`src/rtl/if_fetch_unit_pkg.sv`:
```
// Shared constants and FSM encoding for the instruction-fetch front end.
package if_fetch_unit_pkg;

    localparam int unsigned DEFAULT_ADDRESS_LEN = 32;
    localparam int unsigned DEFAULT_FIFO_DEPTH  = 2;
    localparam logic [31:0] DEFAULT_RESET_PC    = 32'h0000_0000;

    typedef enum logic {
        StRun,
        StDrop
    } fetch_state_e;

endpackage

```
`src/rtl/fetch_fifo.sv`:
```
// Synchronous fetch buffer; clear wins over push and pop, push allowed when full if popping.
module fetch_fifo #(
    parameter int unsigned WIDTH = 64,
    parameter int unsigned DEPTH = 2
) (
    input  logic                       clk,
    input  logic                       rst,
    input  logic                       push,
    input  logic                       pop,
    input  logic                       clear,
    input  logic [WIDTH-1:0]           push_data,
    output logic [WIDTH-1:0]           pop_data,
    output logic                       full,
    output logic                       empty,
    output logic [$clog2(DEPTH):0]     count
);

    localparam int unsigned AW = $clog2(DEPTH);

    logic [WIDTH-1:0] mem_q [DEPTH];
    logic [AW-1:0]    wr_ptr_q, rd_ptr_q;
    logic [AW:0]      count_q;
    logic             do_push, do_pop;

    assign empty    = (count_q == '0);
    assign full     = (count_q == (AW+1)'(DEPTH));
    assign count    = count_q;
    assign pop_data = mem_q[rd_ptr_q];

    assign do_pop  = pop & ~empty;
    assign do_push = push & (~full | do_pop);

    always_ff @(posedge clk or negedge rst) begin
        if (!rst) begin
            wr_ptr_q <= '0;
            rd_ptr_q <= '0;
            count_q  <= '0;
        end else if (clear) begin
            wr_ptr_q <= '0;
            rd_ptr_q <= '0;
            count_q  <= '0;
        end else begin
            if (do_push) wr_ptr_q <= wr_ptr_q + AW'(1);
            if (do_pop)  rd_ptr_q <= rd_ptr_q + AW'(1);
            case ({do_push, do_pop})
                2'b10:   count_q <= count_q + (AW+1)'(1);
                2'b01:   count_q <= count_q - (AW+1)'(1);
                default: count_q <= count_q;
            endcase
        end
    end

    // Storage needs no reset: empty/valid gating hides stale entries.
    always_ff @(posedge clk) begin
        if (do_push && !clear) mem_q[wr_ptr_q] <= push_data;
    end

endmodule

```
`src/rtl/if_fetch_unit.sv`:
```
// Fetch front end: owns the PC, handshakes with instruction memory, buffers
// {pc+4, instr} pairs and applies EXE redirects, dropping an in-flight fetch if needed.
module if_fetch_unit
    import if_fetch_unit_pkg::*;
#(
    parameter int unsigned               ADDRESS_LEN = DEFAULT_ADDRESS_LEN,
    parameter int unsigned               FIFO_DEPTH  = DEFAULT_FIFO_DEPTH,
    parameter logic [ADDRESS_LEN-1:0]    RESET_PC    = ADDRESS_LEN'(DEFAULT_RESET_PC)
) (
    input  logic                   clk,
    input  logic                   rst,
    input  logic                   freeze,
    input  logic                   branch_taken,
    input  logic [ADDRESS_LEN-1:0] branch_address,
    output logic                   imem_req,
    output logic [ADDRESS_LEN-1:0] imem_addr,
    input  logic                   imem_ack,
    input  logic [ADDRESS_LEN-1:0] imem_rdata,
    output logic                   valid_out,
    output logic [ADDRESS_LEN-1:0] pc_out,
    output logic [ADDRESS_LEN-1:0] instruction_out
);

    localparam int unsigned CW = $clog2(FIFO_DEPTH) + 1;
    localparam int unsigned EW = 2 * ADDRESS_LEN;

    fetch_state_e           state_q;
    logic [ADDRESS_LEN-1:0] pc_q;
    logic [ADDRESS_LEN-1:0] target_q;
    logic [ADDRESS_LEN-1:0] pc_plus4;

    logic          fifo_push, fifo_pop, fifo_full, fifo_empty;
    logic [CW-1:0] fifo_count;
    logic [EW-1:0] head_data;
    logic          ack_ok;

    assign pc_plus4 = pc_q + ADDRESS_LEN'(4);
    assign ack_ok   = imem_req & imem_ack;

    // Gated by rst so the request drops immediately on an asynchronous reset.
    assign imem_req  = rst & ((state_q == StDrop) || (fifo_count < CW'(FIFO_DEPTH)));
    assign imem_addr = pc_q;

    assign valid_out       = ~fifo_empty & (state_q == StRun);
    assign pc_out          = valid_out ? head_data[EW-1:ADDRESS_LEN] : '0;
    assign instruction_out = valid_out ? head_data[ADDRESS_LEN-1:0] : '0;

    assign fifo_push = (state_q == StRun) & ack_ok & ~branch_taken;
    assign fifo_pop  = valid_out & ~freeze;

    fetch_fifo #(
        .WIDTH (EW),
        .DEPTH (FIFO_DEPTH)
    ) u_fetch_fifo (
        .clk       (clk),
        .rst       (rst),
        .push      (fifo_push),
        .pop       (fifo_pop),
        .clear     (branch_taken),
        .push_data ({pc_plus4, imem_rdata}),
        .pop_data  (head_data),
        .full      (fifo_full),
        .empty     (fifo_empty),
        .count     (fifo_count)
    );

    always_ff @(posedge clk or negedge rst) begin
        if (!rst) begin
            state_q  <= StRun;
            pc_q     <= RESET_PC;
            target_q <= '0;
        end else begin
            case (state_q)
                StRun: begin
                    if (branch_taken) begin
                        if (!imem_req || imem_ack) begin
                            pc_q <= branch_address;
                        end else begin
                            // Request cannot be withdrawn; wait for its ack and discard it.
                            target_q <= branch_address;
                            state_q  <= StDrop;
                        end
                    end else if (ack_ok) begin
                        pc_q <= pc_plus4;
                    end
                end
                StDrop: begin
                    if (imem_ack) begin
                        pc_q    <= branch_taken ? branch_address : target_q;
                        state_q <= StRun;
                    end else if (branch_taken) begin
                        target_q <= branch_address;
                    end
                end
                default: state_q <= StRun;
            endcase
        end
    end

    logic unused_full;
    assign unused_full = fifo_full;

endmodule

```
`config.mk`:
```
export PLATFORM = sky130hd
export DESIGN_NAME = if_fetch_unit
export DESIGN_NICKNAME = d
export VERILOG_FILES = /design/src/rtl/if_fetch_unit_pkg.sv /design/src/rtl/fetch_fifo.sv /design/src/rtl/if_fetch_unit.sv
export SDC_FILE = /design/constraint.sdc
export NUM_CORES = 1
export LEC_CHECK = 0
export CAP_MARGIN = 40
export CORE_AREA = 3 3 145 161
export DETAILED_ROUTE_END_ITERATION = 10
export DIE_AREA = 0 0 148 164
export PLACE_DENSITY = 0.64
export SLEW_MARGIN = 20
export SYNTH_ARGS = -nofsm -noshare
export SYNTH_HDL_FRONTEND = slang
export SYNTH_HIERARCHICAL = 1
export SYNTH_SLANG_ARGS = --single-unit
```
`constraint.sdc`:
```
create_clock -name clk -period 13.9 [get_ports clk]
set_clock_uncertainty 0.05 [all_clocks]
set_input_delay 2.085 -clock clk [delete_from_list [all_inputs] [get_ports clk]]
set_output_delay 2.085 -clock clk [all_outputs]
set_load 0.02 [all_outputs]
```
; ---- Word level (Yosys, flattened, before mapping)
; Memory sizes are Yosys's and may differ from the RTL's.
; Cells that the tools add are included.
; W data, S select, Z words.
[totals]
regBits = 69
word_cells = 71
out_inout_bits = 98
ramBits = 128
input_bits = 69
n_memories = 1
[op_classes]
n_addsub = 5
magnitude_cmp = 1
n_eq_ne = 9
bitwise_logic = 14
n_mux = 24
reduce_logical = 11
[memory_table]
columns = name, words, word_bits, rd, rd_ports_with_merged_regs, wr, line_no
row1 = u_fetch_fifo.mem_q, 2, 64, 1, 0, 1, fetch_fifo.sv:20  ; logic [WIDTH-1:0] mem_q [DEPTH];
[op_table]
columns = operator, n
row1 = $mux W32, 10
row2 = $pmux W32 S2, 2
row3 = $add A32 B3 Y32 const B, 1
row4 = $mux W1, 9
row5 = $and A1 B1 Y1, 8
row6 = $ne A2 B2 Y1 const B, 4
row7 = $reduce_and A3 Y1, 2
row8 = $not A1 Y1, 5
row9 = $eq A2 B2 Y1 const B, 2
row10 = $pmux W2 S2, 1
row11 = $reduce_bool A2 Y1, 2
row12 = $ne A3 B2 Y1 const B, 1
row13 = $ne A3 B3 Y1 const B, 1
row14 = $reduce_bool A3 Y1, 1
row15 = $add A1 B1 Y1 const B, 2
row16 = $add A2 B1 Y2 const B, 1
row17 = $eq A2 B1 Y1 const B, 1
row18 = $logic_not A1 Y1, 2
row19 = $logic_not A2 Y1, 1
row20 = $logic_or A1 B1 Y1, 2
row21 = $lt A2 B2 Y1 const B, 1
row22 = $mux W2, 1
row23 = $pmux W1 S2, 1
row24 = $sub A2 B1 Y2 const B, 1
row25 = other kinds (2), 2

; ---- Depth between registers and ports, before layout
[depth]
depth_word = 10
ltp_mapped = 8
mapped_depth_nobuf = 7

; ---- Hierarchy
; The synthesis kept the hierarchy.
[by_module_without_submodules]
columns = module, cells_per_inst, area_each_um2, instances
row1 = fetch_fifo, 224, 4853.4, 1
row2 = if_fetch_unit, 487, 4310.4, 1

; ---- Worst setup path before layout
; OpenSTA, ideal clock, no wires.
[synth_timing]
path_kind = input to register
start = input port rst
end = memory u_fetch_fifo.mem_q[1][0] (enable)
stages = 6
n_path_buf = 0
slack_ns = 5.337
t_arrival_ns = 7.935
required_ns = 13.272
cell_sequence = a21boi_0 nand3_1 inv_1 inv_1 a21o_1 nor3b_1
[synth_via]
elab_chain_len = 8
[synth_rtl]
columns = element, line_no
row1 = from (decl), if_fetch_unit.sv:11  ; input logic rst,
row2 = $and A1 B1 Y1, if_fetch_unit.sv:41  ; assign imem_req = rst & ((state_q == StDrop) || (fifo_count < CW'(FIFO_DEPTH)));
row3 = $and A1 B1 Y1, if_fetch_unit.sv:38  ; assign ack_ok = imem_req & imem_ack;
row4 = $and A1 B1 Y1 (2 in series), if_fetch_unit.sv:48  ; assign fifo_push = (state_q == StRun) & ack_ok & ~branch_taken;
row5 = via fifo_push, if_fetch_unit.sv:32  ; logic fifo_push, fifo_pop, fifo_full, fifo_empty;
row6 = $and A1 B1 Y1, fetch_fifo.sv:31  ; assign do_push = push & (~full | do_pop);
row7 = $logic_and A1 B1 Y1, fetch_fifo.sv:55  ; if (do_push && !clear) mem_q[wr_ptr_q] <= push_data;
row8 = $mux W1, fetch_fifo.sv:55
row9 = $mux W1 (not written as such), fetch_fifo.sv:55
row10 = to (decl), fetch_fifo.sv:20
; The timed path passes the listed nets, and every way through them passes these cells.

; ---- Final worst setup path
[layout_timing]
start = input port rst
end = output port imem_req
[layout_via]
elab_chain_len = 1
[layout_rtl]
columns = element, line_no
row1 = $and A1 B1 Y1, if_fetch_unit.sv:41
row2 = to (decl), if_fetch_unit.sv:15  ; output logic imem_req,
; No other way between the ends.

==> results_dict.tcl <==
set metrics [dict create \
    seq_power_share 0.503 \
    rsz0062_at_grt "false" \
    holdPathStages 2 \
    clock-sinks 197 \
    hold_slack_ps 435 \
    drv_slew 0 \
    max_freq_mhz 173 \
    grt_pass1_vias 6013 \
    routed_wl_um 21100 \
    drt_first_pass_iters 5 \
    cp_slowest_cell "clkdlybuf4s50_1" \
    crit_path_max_fanout 26 \
    start_util 0.417 \
    coreArea_um2 22000 \
    wl_met2_um 10200 \
    status "complete, no violations" \
    io_pins 167 \
    cts_made_buffers 17 \
    power_frac_comb 0.169 \
    critPathLaunchType "input port" \
    finalCritPeriodShare 0.415 \
    clockBufferDepth 2 \
    crit_type "input port to primary output" \
    syn_area_per_cell_um2 12.9 \
    wl_met3_um 878 \
    p_int_mw 1.05 \
    gp_congestion 0.820 \
    clock_latency_ps 430 \
    worstSetupEndpointType "primary output" \
    synth_nets 781 \
    power.switching_mw 0.403 \
    drc 0 \
    antenna_found_initial 0 \
    dpl.cell_count 1143 \
    crit_chain "buf_2 > buf_4 > a21boi_0 > clkdlybuf4s50_1" \
    tightest_slew_ps 744 \
    fin_nets 937 \
    portBuffers 166 \
    reg2reg_depth 9 \
    hp-class "register to register" \
    grt.total_usage 0.176 \
    async_flop_share 0.350 \
    ir_drop_v 0.0000838 \
    num-fill-cells 1945 \
    drive_above_1_share 0.154 \
    synth_ff_type "edfxtp_1" \
    routed_via_density 5.25 \
    layout_setup_ws_ps 8140 \
    cts_root_buffer "clkbuf_16" \
    worst_path_largest_cell_delay_ps 690 \
    place_hpwl_um 14400 \
    grt_remaining_overflow 0 \
    die_x_um 148 \
    top_layer_used "met4" \
    cts_hold_buf 0 \
    cts_resized 0 \
    hold_viol_final 0 \
    synth_edf_count 128 \
    m1WireLength_um 9720 \
    wl_per_cell_um 17.9 \
    die_area_um2 24300 \
    num_antenna_cells 0 \
    row_count 57 \
    syn_inst 711 \
    synth_warnings 6 \
    syn_to_final_growth_pct 28.2 \
    post-cts-setup-buffers 0 \
    ys_seq_area_frac 0.608 \
    post-route-min-period_ps 5760 \
    cap_violations 0 \
    leakage_nw 4.19 \
    ctsHtreeMaxLevel 4 \
    cts_tree "done" \
    slew_headroom 0.499 \
    grt_pass1_wl_um 33300 \
    synth_seq_cells 197 \
    dp_slack_ps 8120 \
    worstPathArrival_ps 3630 \
    detail-route-antenna-nets 0 \
    netlist_area_um2 9160 \
    setup_violations 0 \
    grt_max_degree 66 \
    dieHeight_um 164 \
    worstPathRequired_ps 11770 \
    yosysUniqueCellTypes 63 \
    switching_share 0.277 \
    vias 6169 \
    fin_cells 1174 \
    clk_pin_slew_ps 70 \
    power_density_nw_per_um2 124 \
    drt_iter0_markers 431 \
    r2r_slack_ps 10880 \
    pwr-share-clk 0.328 \
    totalNegativeSetupSlack_ps 0 \
]
[cells in the final DEF (no fill, tap or decap), drive strengths merged, types with 4 or more instances in the layout]
cell type,synthesis,layout
a21oi,22,22
a222oi,4,4
a22o,9,9
a22oi,6,6
a31oi,5,5
and2,65,65
and3,4,4
buf,20,16
clkbuf,24,17
clkdlybuf4s50,0,165
clkinvlp,0,5
dfrtp,69,69
edfxtp,128,128
inv,16,23
mux2,95,95
mux2i,8,8
nand2,33,33
nand3,23,23
nand4,10,10
nor2,31,31
nor2b,4,4
nor3,12,12
o21ai,32,32
o22ai,7,7
o2bb2ai,5,5
or2,5,5
or4,7,7
xnor2,18,18
xor2,11,11
[through the flow]
step / total power, mW / utilization / instance area, um^2
CTS: 1.47 / 0.535 / 11800
finish: 1.46 / 0.535 / 11800
detailed placement: 0.992 / 0.509 / 11200
global placement: 0.983 / 0.504 / 11100
floorplan: 0.869 / - / 9160
global route: 1.52 / 0.535 / 11800
[Yosys cell counts, types with 18 or more instances]
library cell	count	area, um^2
edfxtp_1	128	3840
mux2_2	72	811
dfrtp_1	69	1730
and2_1	65	407
nand2_1	33	124
o21ai_0	32	160
nor2_1	31	116
clkbuf_1	24	90.1
a21oi_1	22	110
mux2_1	22	248
nand3_1	22	110
xnor2_1	18	158
[flip-flops by register name (all words and copies together), names as in the netlist]
name / cells
imem_addr: 32
u_fetch_fifo/mem_q: 128
u_fetch_fifo/rd_ptr_q: 1
u_fetch_fifo/count: 2
u_fetch_fifo/wr_ptr_q: 1
target_q: 32
state_q: 1
[worst paths after layout]
| path | start | to |
|---|---|---|
| setup / recovery | rst | imem_req |
| min in group asynchronous | rst | target_q[0] |
| setup reg to reg | state_q | u_fetch_fifo/mem_q[1][6] |
| hold reg to reg | target_q[18] | target_q[18] |
| max in group asynchronous | rst | imem_addr[31] |
| hold / removal | target_q[18] | target_q[18] |
[power by group through the flow]
| stage | logic (mW) | clock network (mW) | registers [mW] |
|---|---|---|---|
| after global routing | 0.267 | 0.515 | 0.739 |
| after CTS | 0.249 | 0.491 | 0.731 |
| after global placement | 0.240 | 0 | 0.742 |
| final | 0.246 | 0.477 | 0.732 |
| after floorplan | 0.121 | 0 | 0.748 |
| after detailed placement | 0.248 | 0 | 0.744 |
[area by class of cell]
cell class	instances	area, um^2	share of cell area
flip-flops and latches	197	5570	0.474
multi-input cells	453	3340	0.284
repair buffers	181	1840	0.156
clock buffers	17	425	0.0362
well taps	295	369	0.0314
clock inverters	14	143	0.0121
inverters	17	63.8	0.00543
[cell families (layout without fill, tap and decap cells)]
family | count (synthesis) | in the layout | synth area share
xor+xnor | 29 | 29 | 0.0277
simple gates | 202 | 202 | 0.121
fa+ha+maj | 1 | 1 | 0.00137
buf+inv | 61 | 229 | 0.0299
mux | 103 | 103 | 0.126
flops | 197 | 197 | 0.608
compound gates | 118 | 118 | 0.0867
[routing by layer]
layer  global-route usage  vias to the layer above
li1                     -                     2941
met1                0.245                     3034
met2                0.284                      177
met3               0.0315                       17
met4               0.0512                        0
met5                    0                        -
[critical path: cells and delay by family]
| kind | cells | cell delay, ps |
|---|---|---|
| buffers and inverters | 3 | 1090 |
| AOI/OAI and AO/OA | 1 | 430 |
No activity file was read; power rests on OpenSTA's default activity.
